File: config.mk
export PLATFORM = sky130hd
export DESIGN_NAME = noise_gate_expander
export DESIGN_NICKNAME = d
export VERILOG_FILES = /design/src/rtl/noise_gate_expander.sv
export SDC_FILE = /design/constraint.sdc
export NUM_CORES = 1
export LEC_CHECK = 0
export BUFFER_PORTS_ARGS = -buffer_cell sky130_fd_sc_hd__buf_2
export CELL_PAD_IN_SITES_DETAIL_PLACEMENT = 0
export CELL_PAD_IN_SITES_GLOBAL_PLACEMENT = 1
export CORE_ASPECT_RATIO = 2
export CORE_MARGIN = 2
export CORE_UTILIZATION = 42
export DETAILED_ROUTE_END_ITERATION = 6
export HOLD_SLACK_MARGIN = 0.05
export PLACE_DENSITY_LB_ADDON = 0.1
export SETUP_SLACK_MARGIN = 0.05
export SLEW_MARGIN = 20
export SYNTH_ARGS = -nofsm -noshare
export SYNTH_HDL_FRONTEND = slang
export SYNTH_SLANG_ARGS = --single-unit
File: constraint.sdc
create_clock -name clk -period 5.67 [get_ports clk]
set_input_delay 0.8505 -clock clk [delete_from_list [all_inputs] [get_ports clk]]
set_output_delay 0.8505 -clock clk [all_outputs]
set_load 0.005 [all_outputs]
File: src/rtl/noise_gate_expander.sv
// Downward expander / noise gate: a peak envelope follower drives an
// attack/hold/release gain FSM, and a one-cycle valid-qualified gain stage applies the gain.
module noise_gate_expander #(
    parameter int ENV_DECAY_SHIFT = 4
) (
    input  logic               clk,
    input  logic               rst,
    input  logic               in_valid,
    input  logic signed [15:0] audio_in,
    input  logic [7:0]         threshold,
    input  logic [7:0]         floor_gain,
    input  logic [7:0]         attack_step,
    input  logic [7:0]         release_step,
    input  logic [7:0]         hold_samples,
    output logic signed [15:0] audio_out,
    output logic               out_valid,
    output logic [15:0]        envelope,
    output logic [8:0]         gain,
    output logic [2:0]         gate_state
);

    typedef enum logic [2:0] {
        CLOSED  = 3'd0,
        ATTACK  = 3'd1,
        OPEN    = 3'd2,
        HOLD    = 3'd3,
        RELEASE = 3'd4
    } gate_t;

    localparam logic [8:0] UNITY = 9'd256;

    gate_t       state_q, state_d;
    logic [8:0]  gain_q, gain_d;
    logic [15:0] env_q, env_next;
    logic [7:0]  hold_q, hold_d;

    logic [15:0] neg_in;
    logic [15:0] mag;
    logic [15:0] env_decayed;
    logic [15:0] thr;
    logic        above;

    logic [7:0]  att_inc;
    logic [7:0]  rel_dec;
    logic [9:0]  att_sum;
    logic [8:0]  rel_floored;
    logic [8:0]  rel_res;

    logic signed [25:0] in_ext;
    logic signed [25:0] gain_ext;
    logic signed [25:0] product;
    logic signed [15:0] audio_d;

    // Magnitude: the most negative sample has no positive twin, so clamp it.
    assign neg_in = 16'(~audio_in) + 16'd1;
    always_comb begin
        if (!audio_in[15])
            mag = audio_in;
        else if (neg_in[15])
            mag = 16'h7fff;
        else
            mag = neg_in;
    end

    assign env_decayed = env_q - (env_q >> ENV_DECAY_SHIFT);
    assign env_next    = (mag >= env_q) ? mag : env_decayed;
    assign thr         = {1'b0, threshold, 7'b0};
    assign above       = (env_next >= thr);

    // A zero step would stall the ramp forever, so it behaves as one.
    assign att_inc     = (attack_step  == 8'd0) ? 8'd1 : attack_step;
    assign rel_dec     = (release_step == 8'd0) ? 8'd1 : release_step;
    assign att_sum     = {1'b0, gain_q} + {2'b00, att_inc};
    assign rel_floored = (gain_q < {1'b0, rel_dec}) ? 9'd0 : (gain_q - {1'b0, rel_dec});
    assign rel_res     = (rel_floored < {1'b0, floor_gain}) ? {1'b0, floor_gain} : rel_floored;

    // Gain stage uses the pre-update gain; the shift floors toward -inf, and
    // gain <= 256 keeps the result inside 16 bits.
    assign in_ext   = 26'(audio_in);
    assign gain_ext = 26'($signed({1'b0, gain_q}));
    assign product  = in_ext * gain_ext;
    assign audio_d  = 16'(product >>> 8);

    // NOTE: every output of a combinational block gets a default first so no
    // path through the case leaves it unassigned (which would infer a latch).
    always_comb begin
        state_d = state_q;
        gain_d  = gain_q;
        hold_d  = hold_q;
        case (state_q)
            CLOSED: begin
                gain_d = {1'b0, floor_gain};
                if (above)
                    state_d = ATTACK;
            end
            ATTACK: begin
                if (att_sum >= 10'(UNITY)) begin
                    gain_d  = UNITY;
                    state_d = OPEN;
                end else begin
                    gain_d = att_sum[8:0];
                    if (!above)
                        state_d = RELEASE;
                end
            end
            OPEN: begin
                gain_d = UNITY;
                if (!above) begin
                    if (hold_samples == 8'd0) begin
                        state_d = RELEASE;
                    end else begin
                        state_d = HOLD;
                        hold_d  = hold_samples;
                    end
                end
            end
            HOLD: begin
                if (above)
                    state_d = OPEN;
                else if (hold_q <= 8'd1)
                    state_d = RELEASE;
                else
                    hold_d = hold_q - 8'd1;
            end
            RELEASE: begin
                gain_d = rel_res;
                if (above)
                    state_d = ATTACK;
                else if (rel_res == {1'b0, floor_gain})
                    state_d = CLOSED;
            end
            default: begin
                state_d = CLOSED;
            end
        endcase
    end

    // NOTE: sequential state uses non-blocking assignments so every register
    // samples the pre-edge values, independent of statement order.
    always_ff @(posedge clk or posedge rst) begin
        if (rst) begin
            state_q   <= CLOSED;
            gain_q    <= 9'd0;
            env_q     <= 16'd0;
            hold_q    <= 8'd0;
            audio_out <= 16'sd0;
            out_valid <= 1'b0;
        end else begin
            out_valid <= in_valid;
            if (in_valid) begin
                state_q   <= state_d;
                gain_q    <= gain_d;
                env_q     <= env_next;
                hold_q    <= hold_d;
                audio_out <= audio_d;
            end
        end
    end

    assign envelope   = env_q;
    assign gain       = gain_q;
    assign gate_state = state_q;

endmodule

Word-level counts from Yosys, hierarchy flattened
Cells that the tools add are included.
{ "op_classes": {"multipliers": 1, "n_eq_ne": 13, "reduce_logical": 9, "n_mux": 24, "add_sub_neg": 5, "n_lt_le_gt_ge": 6, "n_bitwise": 1} }
{ "ops": {"columns": ["operator", "count"], "rows": [
  ["8-bit two-way mux", 6],
  ["9-bit case mux with 4 select lines", 1],
  ["15-bit two-way mux", 2],
  ["3-bit two-way mux", 9],
  ["9-bit two-way mux", 3],
  ["8-bit zero test", 3],
  ["16-bit by 10-bit multiplier with 24-bit output", 1],
  ["9-bit by 8-bit < comparator with 1-bit output", 2],
  ["16-bit by 1-bit adder with 16-bit output, second input constant", 1],
  ["16-bit by 15-bit greater-or-equal comparator with 1-bit output", 1],
  ["16-bit greater-or-equal comparator", 1],
  ["16-bit two-way mux", 1],
  ["16-bit inverter", 1],
  ["8-bit case mux with 2 select lines", 1],
  ["16-bit by 12-bit subtractor with 16-bit output", 1],
  ["3-bit case mux with 5 select lines", 1],
  ["6-bit AND reduction", 2],
  ["9-bit by 8-bit adder with 10-bit output", 1],
  ["10-bit by 9-bit greater-or-equal comparator with 1-bit output, second input constant", 1],
  ["2-bit inequality test, second input constant", 5],
  ["9-bit by 8-bit == test with 1-bit output", 1],
  ["3-bit inequality test, second input constant", 3],
  ["9-bit by 8-bit subtractor with 9-bit output", 1],
  ["8-bit by 1-bit less-or-equal comparator with 1-bit output, second input constant", 1],
  ["other kinds (8)", 9]
]} }
{ "word_totals": {"elab_cells": 65, "inputBits": 59, "ff_bits": 53} }

Longest topological paths before layout
{ "depth": {"ltp_word": 10, "depth_mapped": 28, "ltp_nobuf": 25} }

Least setup slack after synthesis
Ideal clock, no wire load.
{ "synth_path": {"kind": "in2reg", "start": "input port audio_in[1]", "end": "register hold_q[3]", "cell_stages": 26, "n_path_buf": 3, "setup_slack_ns": -0.362, "setup_ns": 0.123, "t_arrival_ns": 5.909, "cell_sequence": "or4_4 or4b_1 buf_6 nor2_8 o31ai_1 o21ai_0 ha_1 a211oi_1 o21ai_0 a21o_1 a21oi_1 o22ai_1 inv_1 clkbuf_1 o311ai_0 o211ai_1 ha_1 nand3_1 nor3_1 o2111ai_1 nor3_1 a211oi_1 o211ai_4 buf_6 o21ai_1 o21ai_1"} }
{ "synth_between": {"elab_chain_len": 9} }
{ "synth_lines": {"columns": ["item", "line_no", "text"], "rows": [
  ["start: declaration", "9", "input logic signed [15:0] audio_in,"],
  ["16-bit inverter", "55", "assign neg_in = 16'(~audio_in) + 16'd1;"],
  ["16-bit by 1-bit adder with 16-bit output", "55", null],
  ["15-bit two-way mux", "59", "else if (neg_in[15])"],
  ["15-bit two-way mux *", "57", "if (!audio_in[15])"],
  ["16-bit greater-or-equal comparator", "66", "assign env_next = (mag >= env_q) ? mag : env_decayed;"],
  ["16-bit two-way mux *", "66", null],
  ["named net env_next[14]", "34", "logic [15:0] env_q, env_next;"],
  ["16-bit by 15-bit greater-or-equal comparator with 1-bit output *", "68", "assign above = (env_next >= thr);"],
  ["2-bit inequality test (no line)", null, null],
  ["6-bit AND reduction (no line) *", null, null],
  ["end signal: assignment", "154", "hold_q <= hold_d;"],
  ["end: declaration", "35", "logic [7:0] hold_q, hold_d;"]
]} }
Mark *: on every way through the listed nets, which the timed path passes. The rest lies on a longest branch.
A chain may end at the register's enable or synchronous reset.

Worst setup path after layout
{ "layout_path": {"start": "input port audio_in[5]", "end": "register state_q[2] (netlist: gate_state[2])"} }
{ "layout_between": {"elab_chain_len": 9} }
{ "layout_lines": {"columns": ["item", "line_no", "text"], "rows": [
  ["16-bit inverter", "55", null],
  ["16-bit by 1-bit adder with 16-bit output", "55", null],
  ["15-bit two-way mux", "59", null],
  ["15-bit two-way mux *", "57", null],
  ["16-bit greater-or-equal comparator", "66", null],
  ["16-bit two-way mux *", "66", null],
  ["named net env_next[8]", "34", null],
  ["16-bit by 15-bit greater-or-equal comparator with 1-bit output *", "68", null],
  ["3-bit inequality test (no line) (tied with other cells)", null, null],
  ["6-bit AND reduction (no line) / 3-bit case mux with 5 select lines (equally long branches)", null, null],
  ["end signal: assignment", "151", "state_q <= state_d;"],
  ["end: declaration", "32", "gate_t state_q, state_d;"]
]} }
Marked as above.

==> metrics.csv <==
stage,metric,value,unit
synthesis,synthesized-area fraction occupied by adder cells,35.83,%
min_path,worst min-delay path startpoint,audio_out[9]$_DFFE_PP0P_,
die,starting utilization of the core area,42.78,%
clocking,clock latency of the later-clocked register in the worst-skew pair,0.33,ns
run_status,result of the run,"finished, violations left",
critical_path,launching instance or port of the critical path,audio_in[5],
min_path,type of the most critical hold path,flop to flop,
global_route,number of antenna violations at the first check in global routing,3,
synthesis,proportion of synthesized area in mux cells,2.527,%
synthesis,Yosys top cell area share,22.42,%
final_layout,Area Overhead vs Synth,24.15,%
critical_path,WP data arrival,5.96,ns
sta,unrepaired setup endpoints after global routing,yes,
routing,count of antenna-violating nets left after detailed routing,0,
routing,post-detailed-routing wire length,31.67,mm
synthesis,Post-Syn Area per Cell,8.399,µm²
critical_path,type of element capturing the critical path,flop,
sta,minimum clock period,5.711,ns
sta,max-slew headroom at the worst pin,37.42,%
run_status,violated checks,setup timing,
critical_path,Setup crit start kind,input pin,
synthesis,most used flip-flop cell after synthesis,sky130_fd_sc_hd__dfrtp_1,
final_layout,number of fillers in the final layout,2422,
critical_path,highest net fanout along the worst path,6,
critical_path,number of cells on the worst reg-to-reg path,20,
clocking,TritonCTS sink count,53,
clocking,clock transition at the registers of the reported paths,0.08,ns
clocking,Root Buffer,sky130_fd_sc_hd__clkbuf_16,
synthesis,Area contributors post-synth,"sky130_fd_sc_hd__fa_1 (22%), sky130_fd_sc_hd__ha_1 (13%), sky130_fd_sc_hd__dfrtp_1 (13%)",
synthesis,post-synthesis xor/xnor area fraction,3.652,%
global_route,global route total overflow,0,
critical_path,cell repeated most along the worst path,sky130_fd_sc_hd__nand4_1,
sta,post-route clock period utilization,100.7,%
clocking,CTS Buffer Depth,2,
synthesis,leading post-synthesis cells by instance count,"sky130_fd_sc_hd__inv_1 (187), sky130_fd_sc_hd__fa_1 (117), sky130_fd_sc_hd__ha_1 (112)",
sta,post-layout worst setup margin,-0.04137,ns
routing,drt pass-1 iters,4,
sta,maximum achievable frequency,0.1751,GHz
synthesis,total nets after synthesis,1532,
synthesis,post-synthesis cell type with the largest combined area,sky130_fd_sc_hd__fa_1,
critical_path,required time at the worst-slack endpoint,5.92,ns
die,die extent in y,227.1,µm
sta,maximum clock skew at final layout,0.005799,ns
synthesis,flip-flop and latch count after synthesis,53,
synthesis,cell area after synthesis,10450,µm²
placement,final weighted congestion in routability-driven placement,0.9030,
global_route,largest net degree at the start of global routing,54,
critical_path,CP max stage delay,0.53,ns
synthesis,library cells used by synthesis,81,
routing,vias per std cell,5.293,
die,number of ports placed on the die boundary,104,
critical_path,cells along the critical path,buf_12 -> or4_4 -> buf_4 -> or3_4 -> nand2b_4 -> nand2b_1 -> a21oi_2 -> a31oi_2 -> ha_1 -> nand4_1 -> nor3_2 -> inv_1 -> o22ai_4 -> buf_6 -> nor3_2 -> a21o_1 -> ha_1 -> nand4_1 -> nor3_4 -> nand4_1 -> o41a_4 -> o21ai_4 -> mux2i_4 -> mux2i_1,
critical_path,start-to-end type of the worst setup path,input pin to flop,
die,Core Rows,81,
placement,count of placed standard cells including taps,1743,
synthesis,Async SR Flop Fraction,100.0,%
synthesis,compound-cell area share of the yosys netlist,17.34,%
placement,quantity of I/O buffers inserted on ports,103,
routing,total DRC errors in the routed layout,0,
min_path,worst hold stages,2,
synthesis,fraction of the mapped netlist area in simple logic gates,19.03,%
synthesis,largest family of logic cells by synthesized area,adder cells,
routing,via count of the routed design,9411,
sta,final slew viol count,0,
final_layout,Final Instance Area,12970,µm²
synthesis,gate count after technology mapping,1244,
final_layout,Final Non-Filler Cells,1778,
clocking,TritonCTS clock tree,done,
routing,mean routed wirelength per cell,17.81,µm
synthesis,proportion of synthesized chip area in sequential cells,12.69,%
run,number of max-cap violations,0,
clocking,total number of H-tree levels,2,
die,width of the die,115.5,µm
global_route,number of global-route vias before repair,10380,
sta,"Hold Violations, Final",0,
final_layout,share of layout cells above drive strength 1,26.18,%
sta,number of setup violations in the final report,6,
critical_path,beginning of the worst register-to-register path,gain[3]$_DFFE_PP0P_,
global_route,first-pass GRT wire length,51.05,mm
routing,number of violations reported at the end of detailed-routing iteration 0,283,
global_route,overall routing resource usage,25.12,%
clocking,CTS Hold Bufs,0,
clocking,number of buffers added by the clock tree synthesis step,5,
die,full die area,26230,µm²
synthesis,"EDFF count, synth",0,
sta,transition time at the pin with the least slew margin,0.9325,ns
sta,Total Negative Setup Slacks,-0.1258,ns
critical_path,"slowest stage cell, crit path",sky130_fd_sc_hd__or4_4,
die,core area,24420,µm²
placement,Area after DPL,12220,µm²
final_layout,post-layout net count,1731,
synthesis,total number of yosys warnings,0,
synthesis,most numerous cell in the Yosys netlist,sky130_fd_sc_hd__inv_1,
placement,post-DP HPWL,26.29,mm
[kinds of logic (layout without fill, tap and decap cells)]
| group | after synthesis | count (layout) |
|---|---|---|
| buf+inv | 244 | 444 |
| fa+ha+maj | 229 | 229 |
| simple gates | 385 | 385 |
| flops | 53 | 53 |
| mux | 23 | 23 |
| xor+xnor | 42 | 42 |
| compound gates | 268 | 268 |
| other cells | 0 | 2 |
[layout by cell type (no fill, tap or decap), types with 20 or more instances in the layout]
master,n
sky130_fd_sc_hd__inv_1,181
sky130_fd_sc_hd__buf_4,140
sky130_fd_sc_hd__fa_1,113
sky130_fd_sc_hd__ha_1,100
sky130_fd_sc_hd__nand2_1,94
sky130_fd_sc_hd__and2_1,92
sky130_fd_sc_hd__buf_2,92
sky130_fd_sc_hd__nor2_1,65
sky130_fd_sc_hd__a21oi_1,56
sky130_fd_sc_hd__dfrtp_1,49
sky130_fd_sc_hd__o21ai_0,39
sky130_fd_sc_hd__xnor2_1,30
sky130_fd_sc_hd__nor3_1,20
[registers in the layout (all words and copies together), names as in the netlist]
register	cells
hold_q	8
gain	9
audio_out	16
envelope	16
out_valid	1
gate_state	3
[final cells by class]
class / count / area [µm²] / area share [%]
Antenna cell: 2 / 5.005 / 0.03858
Multi-Input combinational cell: 947 / 8642 / 66.62
Timing Repair Buffer: 248 / 1730 / 13.34
Clock inverter: 2 / 13.76 / 0.1061
Tap cell: 332 / 415.4 / 3.202
Sequential cell: 53 / 1331 / 10.26
Clock buffer: 6 / 128.9 / 0.9934
Inverter: 188 / 705.7 / 5.440
[per-layer routing]
layer  up-vias  track usage (%)  routed length [µm]
met2       169            49.54               17870
met4         2            9.833                1096
met5         -                0                  13
met1      4585            26.02               11760
met3        72            3.115                 931
li1       4583                -                   -
[critical path: cells and delay by family]
kind	cells	cell delay (ns)
compound gates	6	1.30
fa+ha+maj	2	0.60
buf+inv	4	0.55
mux	2	0.51
simple gates	10	2.15
[worst paths after layout]
path	to	slack, ns
setup / recovery	gate_state[2]$_DFFE_PP0P_	-0.04
hold / removal	audio_out[9]$_DFFE_PP0P_	0.48
setup reg to reg	audio_out[14]$_DFFE_PP0P_	0.07
hold reg to reg	audio_out[9]$_DFFE_PP0P_	0.48
max in group asynchronous	gain[4]$_DFFE_PP0P_	4.32
min in group asynchronous	envelope[7]$_DFFE_PP0P_	0.75
[stage by stage]
step,setup WS [ns],hold slack [ns],utilization (%)
after floorplan,-0.1017,0.4752,-
after global placement,-0.4211,0.4675,50.02
after detailed placement,-0.5094,0.4653,50.02
after CTS,-0.03646,0.4859,51.60
after global routing,-0.2574,0.5157,53.10
final,-0.04137,0.4800,53.11
[repair_timing]
item | in CTS | in global routing
resized for setup | 36 | 79
endpoints found under the setup margin | 15 | 19
buffers inserted | 12 | 12
cloned | 1 | 1
pin swaps | 23 | 68
Power is not shown: default switching activity piles up to over one toggle a cycle in this logic, so the estimate is an artifact.
